File: src/rtl/dmme_ctrl.sv
// rtl/dmme_ctrl.sv - job controller feeding a skewed 2x2 operand schedule to a DMME engine
//
// Optional feature macro: DMME_CTRL_TIMEOUT_EN (WAIT gives up after TIMEOUT_CYC cycles).
//
// Ports:
//   clk, rst                    clock, asynchronous active-high reset
//   start, abort                job request (IDLE only) and synchronous cancel
//   mode_in, mask_in            0=DENDEN / 1=SPADEN, masks {m11_1,m21_1,m11_2,m21_2}
//   op_valid, op_ready          operand-beat handshake; op_a, op_b carry one beat
//   busy                        high outside IDLE
//   eng_clr, eng_en, eng_mode   engine clear pulse, enable and latched mode
//   eng_mask                    latched masks
//   eng_ain1..eng_bin2          skewed operand feed
//   eng_done, eng_cout          engine completion flag and results {c12_1,c12_2,c22_1,c22_2}
//   res_valid, res_ready        result handshake; res_c results, res_err timeout flag
module dmme_ctrl #(
    parameter int TIMEOUT_CYC = 64
) (
    input  logic         clk,
    input  logic         rst,
    input  logic         start,
    input  logic         abort,
    input  logic         mode_in,
    input  logic [15:0]  mask_in,
    input  logic         op_valid,
    output logic         op_ready,
    input  logic [63:0]  op_a,
    input  logic [63:0]  op_b,
    output logic         busy,
    output logic         eng_clr,
    output logic         eng_en,
    output logic         eng_mode,
    output logic [15:0]  eng_mask,
    output logic [63:0]  eng_ain1,
    output logic [63:0]  eng_bin1,
    output logic [63:0]  eng_ain2,
    output logic [63:0]  eng_bin2,
    input  logic         eng_done,
    input  logic [127:0] eng_cout,
    output logic         res_valid,
    input  logic         res_ready,
    output logic [127:0] res_c,
    output logic         res_err
);

    typedef enum logic [2:0] {IDLE, LOAD, FEED, WAIT, RESULT} state_t;

    state_t      state;
    // Slot order: 0=A1_0/B1_0, 1=A1_1/B1_1, 2=A2_0/B2_0, 3=A2_1/B2_1
    logic [63:0] a_slot [4];
    logic [63:0] b_slot [4];
    logic [1:0]  beat_cnt;
    logic [1:0]  feed_cnt;
    logic        done_seen;
    logic [1:0]  slot_idx;
    logic        last_beat;

`ifdef DMME_CTRL_TIMEOUT_EN
    localparam int TW = (TIMEOUT_CYC > 1) ? $clog2(TIMEOUT_CYC) : 1;
    localparam logic [TW-1:0] TO_LAST = TW'(TIMEOUT_CYC - 1);
    logic [TW-1:0] to_cnt;
`else
    localparam int TIMEOUT_UNUSED = TIMEOUT_CYC;
    assign res_err = 1'b0;
`endif

    assign busy = (state != IDLE);

    // SPADEN beats land in the *_0 slots only, so its second beat goes to slot 2.
    always_comb begin
        slot_idx  = eng_mode ? {beat_cnt[0], 1'b0} : beat_cnt;
        last_beat = eng_mode ? (beat_cnt == 2'd1) : (beat_cnt == 2'd3);
    end

    always_ff @(posedge clk or posedge rst) begin
        if (rst) begin
            state     <= IDLE;
            op_ready  <= 1'b0;
            eng_clr   <= 1'b0;
            eng_en    <= 1'b0;
            eng_mode  <= 1'b0;
            eng_mask  <= '0;
            eng_ain1  <= '0;
            eng_bin1  <= '0;
            eng_ain2  <= '0;
            eng_bin2  <= '0;
            res_valid <= 1'b0;
            res_c     <= '0;
            beat_cnt  <= '0;
            feed_cnt  <= '0;
            done_seen <= 1'b0;
            for (int i = 0; i < 4; i++) begin
                a_slot[i] <= '0;
                b_slot[i] <= '0;
            end
`ifdef DMME_CTRL_TIMEOUT_EN
            res_err   <= 1'b0;
            to_cnt    <= '0;
`endif
        end else begin
            eng_clr <= 1'b0;
            if (abort) begin
                state     <= IDLE;
                op_ready  <= 1'b0;
                eng_en    <= 1'b0;
                eng_ain1  <= '0;
                eng_bin1  <= '0;
                eng_ain2  <= '0;
                eng_bin2  <= '0;
                res_valid <= 1'b0;
                done_seen <= 1'b0;
`ifdef DMME_CTRL_TIMEOUT_EN
                res_err   <= 1'b0;
                to_cnt    <= '0;
`endif
            end else begin
                case (state)
                    IDLE: begin
                        if (start) begin
                            state     <= LOAD;
                            eng_mode  <= mode_in;
                            eng_mask  <= mask_in;
                            eng_clr   <= 1'b1;
                            op_ready  <= 1'b1;
                            beat_cnt  <= '0;
                            done_seen <= 1'b0;
                            // Unloaded slots must read as zero (SPADEN *_1 slots).
                            for (int i = 0; i < 4; i++) begin
                                a_slot[i] <= '0;
                                b_slot[i] <= '0;
                            end
                        end
                    end
                    LOAD: begin
                        if (op_valid) begin
                            a_slot[slot_idx] <= op_a;
                            b_slot[slot_idx] <= op_b;
                            beat_cnt         <= beat_cnt + 2'd1;
                            if (last_beat) begin
                                // Slot 0 is always loaded by the first beat, so F1 can be
                                // presented straight from storage here.
                                state    <= FEED;
                                op_ready <= 1'b0;
                                eng_en   <= 1'b1;
                                feed_cnt <= '0;
                                eng_ain1 <= a_slot[0];
                                eng_bin1 <= b_slot[0];
                                eng_ain2 <= '0;
                                eng_bin2 <= '0;
                            end
                        end
                    end
                    FEED: begin
                        if (eng_done) begin
                            done_seen <= 1'b1;
                        end
                        feed_cnt <= feed_cnt + 2'd1;
                        // Outputs are registered: each step loads the next F-cycle values.
                        case (feed_cnt)
                            2'd0: begin
                                eng_ain1 <= a_slot[1];
                                eng_bin1 <= b_slot[1];
                                eng_ain2 <= a_slot[2];
                                eng_bin2 <= b_slot[2];
                            end
                            2'd1: begin
                                eng_ain1 <= '0;
                                eng_bin1 <= '0;
                                eng_ain2 <= a_slot[3];
                                eng_bin2 <= b_slot[3];
                            end
                            2'd2: begin
                                eng_ain1 <= '0;
                                eng_bin1 <= '0;
                                eng_ain2 <= '0;
                                eng_bin2 <= '0;
                            end
                            default: begin
                                state <= WAIT;
`ifdef DMME_CTRL_TIMEOUT_EN
                                to_cnt <= '0;
`endif
                            end
                        endcase
                    end
                    WAIT: begin
                        if (eng_done || done_seen) begin
                            state     <= RESULT;
                            res_c     <= eng_cout;
                            res_valid <= 1'b1;
                            eng_en    <= 1'b0;
                            done_seen <= 1'b0;
`ifdef DMME_CTRL_TIMEOUT_EN
                            res_err   <= 1'b0;
                        end else if (to_cnt == TO_LAST) begin
                            state     <= RESULT;
                            res_c     <= '0;
                            res_err   <= 1'b1;
                            res_valid <= 1'b1;
                            eng_en    <= 1'b0;
                        end else begin
                            to_cnt <= to_cnt + 1'b1;
`endif
                        end
                    end
                    RESULT: begin
                        if (res_ready) begin
                            state     <= IDLE;
                            res_valid <= 1'b0;
`ifdef DMME_CTRL_TIMEOUT_EN
                            res_err   <= 1'b0;
`endif
                        end
                    end
                    default: state <= IDLE;
                endcase
            end
        end
    end

endmodule

File: config.mk
export PLATFORM = sky130hd
export DESIGN_NAME = dmme_ctrl
export DESIGN_NICKNAME = d
export VERILOG_FILES = /design/src/rtl/dmme_ctrl.sv
export SDC_FILE = /design/constraint.sdc
export NUM_CORES = 2
export LEC_CHECK = 0
export ABC_AREA = 1
export CORE_MARGIN = 2
export CORE_UTILIZATION = 50
export CTS_BUF_LIST = sky130_fd_sc_hd__clkbuf_2 sky130_fd_sc_hd__clkbuf_4 sky130_fd_sc_hd__clkbuf_8
export CTS_CLUSTER_SIZE = 24
export DETAILED_ROUTE_END_ITERATION = 7
export PLACE_DENSITY_LB_ADDON = 0.08
export SLEW_MARGIN = 20
export SYNTH_ARGS = -nofsm -noshare
export SYNTH_HDL_FRONTEND = slang
export SYNTH_SLANG_ARGS = --single-unit
File: constraint.sdc
create_clock -name clk -period 61.4 [get_ports clk]
set_clock_uncertainty 0.15 [all_clocks]
set_input_delay 6.14 -clock clk [delete_from_list [all_inputs] [get_ports clk]]
set_output_delay 6.14 -clock clk [all_outputs]
set_load 0.02 [all_outputs]
**Word level (Yosys, flattened, before mapping)**

Cells that the tools add are included.

- Word-level logic and storage cells: 138
- Output and inout port bits: 407
- Register bits: 925

- Reductions and logical operators: 25
- $add $sub $neg: 2
- Multiplexer cells: 64
- Equal/unequal tests: 20
- Order comparisons: 2
- Bitwise logic cells: 2

Operators by type and width:

| cell | number |
|---|---|
| one-hot mux 256 bit (2 select lines) | 2 |
| 2-to-1 mux 256 bit | 3 |
| one-hot mux 64 bit (2 select lines) | 6 |
| 2-to-1 mux 64 bit | 11 |
| bitwise mux 256 bit | 2 |
| one-hot mux 64 bit (3 select lines) | 2 |
| demux 64 bit (select 2 bit) | 1 |
| AND reduction 4 bit | 7 |
| 2-to-1 mux 3 bit | 7 |
| inequality test 3 bit (second input constant) | 7 |
| 2-to-1 mux 1 bit | 18 |
| one-hot mux 3 bit (5 select lines) | 1 |
| nonzero test 3 bit | 5 |
| 2-to-1 mux 2 bit | 5 |
| AND reduction 3 bit | 3 |
| one-hot mux 2 bit (2 select lines) | 2 |
| equality test 3 x 2 -> 1 bit (second input constant) | 2 |
| inequality test 2 bit (second input constant) | 3 |
| one-hot mux 1 bit (2 select lines) | 3 |
| AND reduction 6 bit | 1 |
| inequality test 5 bit (second input constant) | 1 |
| adder 2 x 1 -> 2 bit (second input constant) | 2 |
| equality test 2 x 1 -> 1 bit (second input constant) | 2 |
| equality test 2 bit (second input constant) | 2 |
| other kinds (16) | 17 |

**Logic depth before layout (Yosys ltp)**

- Word-level depth: 9
- Depth in mapped cells: 11
- Gate-level depth less buffers: 9

**Worst setup path before layout**

OpenSTA, ideal clock, no wires.

- Path type: input-to-reg
- Start point: input abort
- End point: register eng_ain2[0]
- Arrival time: 7279 ps
- Setup slack: 53841 ps
- Required time: 61120 ps
- Path buffers: 3
- Cell stages on the path: 9
- Cells stage by stage: buf_2 inv_2 nand3_1 inv_1 nand2_1 nand3_1 buf_2 clkbuf_1 o21ai_0

- Longest elaborated chain between the ends: 2
- Elaborated cells on any way between the ends: 6
- Classes of those cells: eq/ne: 3; mux: 1; reduce/logical: 2

RTL lines:

| what | line | RTL |
|---|---|---|
| start, declared | 22 | `input logic abort,` |
| inequality test 5 bit (no line), or another cell as far along | - |  |
| AND reduction 4 bit (no line) | - |  |
| end signal, assigned | 163 | `eng_ain2 <= a_slot[2];` |
| end signal, assigned | 169 | `eng_ain2 <= a_slot[3];` |
| end, declared | 36 | `output logic [63:0] eng_ain2,` |

Parallel ways exist; a longest one is shown, timed or not.
A chain may end at the register's enable or synchronous reset.

**Worst setup path in the final report**

- Start point: input abort
- End point: register eng_bin2[13]

- Longest elaborated chain between the ends: 2
- Elaborated cells on any way between the ends: 6
- Classes of those cells: eq/ne: 3; mux: 1; reduce/logical: 2

RTL lines:

| what | line | RTL |
|---|---|---|
| inequality test 5 bit (no line), or another cell as far along | - |  |
| AND reduction 4 bit (no line) | - |  |
| end signal, assigned | 164 | `eng_bin2 <= b_slot[2];` |
| end signal, assigned | 170 | `eng_bin2 <= b_slot[3];` |
| end, declared | 37 | `output logic [63:0] eng_bin2,` |

Parallel ways exist; a longest one is shown, timed or not.

==> impl_metrics.tcl <==
set metrics [dict create \
    slew_violations 0 \
    cts_tree "built" \
    hold_violations 0 \
    core_region_area_mm2 0.08488 \
    cts-root-buf "clkbuf_8" \
    crit_arrival_ns 10.85 \
    report.power.total_mw 2.616 \
    ctsLongestPathBuffers 3 \
    syn_nets 5915 \
    fillCellCount 7741 \
    yosysSeqAreaShare 0.5420 \
    slew_headroom 0.1965 \
    irDropWorstVdd_uv 61.70 \
    postCtsSetupRepairBufs 0 \
    num_rows 107 \
    min_period_ns 10.38 \
    grt_pass1_vias 37390 \
    initialDrtViolationCount 3831 \
    die_h_um 296.3 \
    worstMarginPinSlew_ns 1.205 \
    clk_latency_ns 0.82 \
    max-cap-violations 0 \
    crit_path_start_kind "input pin" \
    nets 6391 \
    drc 0 \
    ys_ff_latch 925 \
    status "finished, final reports clean" \
    grt_usage 0.3213 \
    rsz0062_at_grt "false" \
    syn_inst 5631 \
    hold_buffers 0 \
    syn2layout_area_growth_pct 24.05 \
    grt_max_degree 220 \
    ys_types 25 \
    grt_pass1_wl_mm 219.6 \
    routed_wl_mm 142.6 \
    drive_gt1_frac 0.05477 \
    syn_area_per_cell_um2 7.584 \
    period_share 0.1690 \
    die-area_mm2 0.08777 \
    multiInputGateArea_mm2 0.01645 \
    seq_area_mm2 0.02315 \
    path_max_fanout 111 \
    first_pass_iters 6 \
    p_per_area_mw_per_mm2 49.38 \
    critPathRequiredTime_ns 61.87 \
    path_clk_slew_ns 0.06 \
    p_leak_nw 27.62 \
    place.port_buffers 685 \
    gp_congestion 0.8325 \
    via_count 39260 \
    finalSetupViolations 0 \
    cts_htree_levels 4 \
    fmax_mhz 96.34 \
    synth_area_mm2 0.04271 \
    initial_core_util 0.5032 \
    hp-class "flop to flop" \
    cts-resized-gates 0 \
    cts_buffers 159 \
    clock-sinks 925 \
    criticalPathCategory "input pin to flop" \
    cp-end-kind "flop" \
    wl_per_cell_um 19.40 \
    pin_count 687 \
    post-dp-hpwl_mm 84.33 \
    tns_ns 0 \
    via_per_inst 5.339 \
    grt-ovfl-total 0 \
    detail-route-antenna-nets 0 \
    grt_antenna_before_repair 3 \
    die_w_um 296.3 \
    ys_warn_count 0 \
]
state kept, by name, indices dropped and copies added, names as in the netlist:
signal and count:
eng_clr 1, eng_bin1 64, b_slot 256, a_slot 256, res_c 128, state 3
eng_en 1, res_valid 1, eng_mask 16, eng_ain2 64, done_seen 1, eng_bin2 64
eng_ain1 64, feed_cnt 2, eng_mode 1, op_ready 1, beat_cnt 2
critical path, cell delays in order:
cell and delay (ns):
clkdlybuf4s50_1 0.61, inv_4 0.61, nand3_2 0.79, inv_6 0.77, nand2_1 0.19, nand3_4 0.55
buf_4 0.88, o21ai_0 0.20
metal layers:
layer	vias to the layer above	part of all wire	global-route usage
met1	18840	0.43	0.4587
met4	4	0.027	0.1070
li1	18480	-	-
met2	1686	0.46	0.4892
met3	247	0.088	0.06730
met5	-	0.00016	0
cell type report:
| type | instances | share of cell area |
|---|---|---|
| Clock inverter | 19 | 0.003873 |
| Inverter | 384 | 0.02763 |
| Multi-Input combinational cell | 3907 | 0.3106 |
| Tap cell | 1144 | 0.02702 |
| Antenna cell | 1 | 0.00004723 |
| Sequential cell | 925 | 0.4369 |
| Clock buffer | 243 | 0.05651 |
| Timing Repair Buffer | 730 | 0.1374 |
power breakdown:
| group | switching (mW) | internal (mW) |
|---|---|---|
| registers | 0.106 | 0.787 |
| clock network | 0.260 | 0.315 |
| logic | 0.813 | 0.334 |
| total | 1.18 | 1.44 |
cell usage in the layout (no fill, tap or decap), drive strengths merged, types with 45 or more instances in the layout:
master / n
a21oi: 65
buf: 45
clkbuf: 243
clkdlybuf4s50: 685
dfrtp: 925
inv: 390
nand2: 2040
nand3: 791
nor2: 634
o21ai: 365
stage by stage:
stage / util / instance area, µm² / hold WS (ns) / setup slack [ns] / cells
after global routing: 0.6242 / 52980 / 0.3390 / 50.67 / 7353
after detailed placement: 0.5859 / 49730 / 0.3072 / 50.23 / 7088
final: 0.6242 / 52980 / 0.3155 / 51.02 / 7353
after floorplan: - / 42710 / 0.2917 / 29.10 / 5631
after CTS: 0.6235 / 52930 / 0.3214 / 51.08 / 7350
after global placement: 0.5859 / 49730 / 0.3046 / 50.36 / 7088
cell families (layout without fill, tap and decap cells):
| family | after synthesis | after routing | share of synthesized area |
|---|---|---|---|
| adders and majority gates | 4 | 4 | 0.001172 |
| xor gates and xnor gates | 1 | 1 | 0.0002051 |
| other | 1 | 2 | 0.00008781 |
| buffers and inverters | 799 | 1376 | 0.07714 |
| DFF | 925 | 925 | 0.5420 |
| AOI/OAI and AO/OA | 431 | 431 | 0.05065 |
| and+or+nand+nor | 3470 | 3470 | 0.3287 |
Yosys cell counts:
cell      instances  area [µm²]
conb_1            1       3.750
o21ai_0         362        1812
nor2_4            1       11.26
buf_4            31       232.7
dfrtp_1         925       23150
ha_1              4       50.05
nand2_1        2040        7657
nand3_1         790        3954
clkinv_1          1       3.750
buf_1            26       97.59
buf_2           131       655.6
nor2_2            1       6.260
nand3_2           1       10.01
buf_6             2       22.52
inv_1           374        1404
xor2_1            1       8.760
inv_2             9       33.78
o21ai_2           1       8.760
a21oi_1          65       325.3
o21bai_1          1       7.510
o21ai_1           2       10.01
nand4_1           3       18.77
clkbuf_1        225       844.6
nor3_1            2       10.01
nor2_1          632        2372
final timing paths:
kind / startpoint / endpoint / slack (ns) / cells past startpoint
setup / recovery: abort / eng_bin2[13] / 51.02 / 8
hold / removal: eng_ain1[56] / eng_ain1[56] / 0.32 / 2
setup reg to reg: feed_cnt[0] / eng_ain1[1] / 56.52 / 10
hold reg to reg: eng_ain1[56] / eng_ain1[56] / 0.32 / 2
max in group asynchronous: rst / eng_bin1[44] / 52.37 / 5
min in group asynchronous: rst / eng_ain2[15] / 5.66 / 2
(Power assumes the default switching activity.)
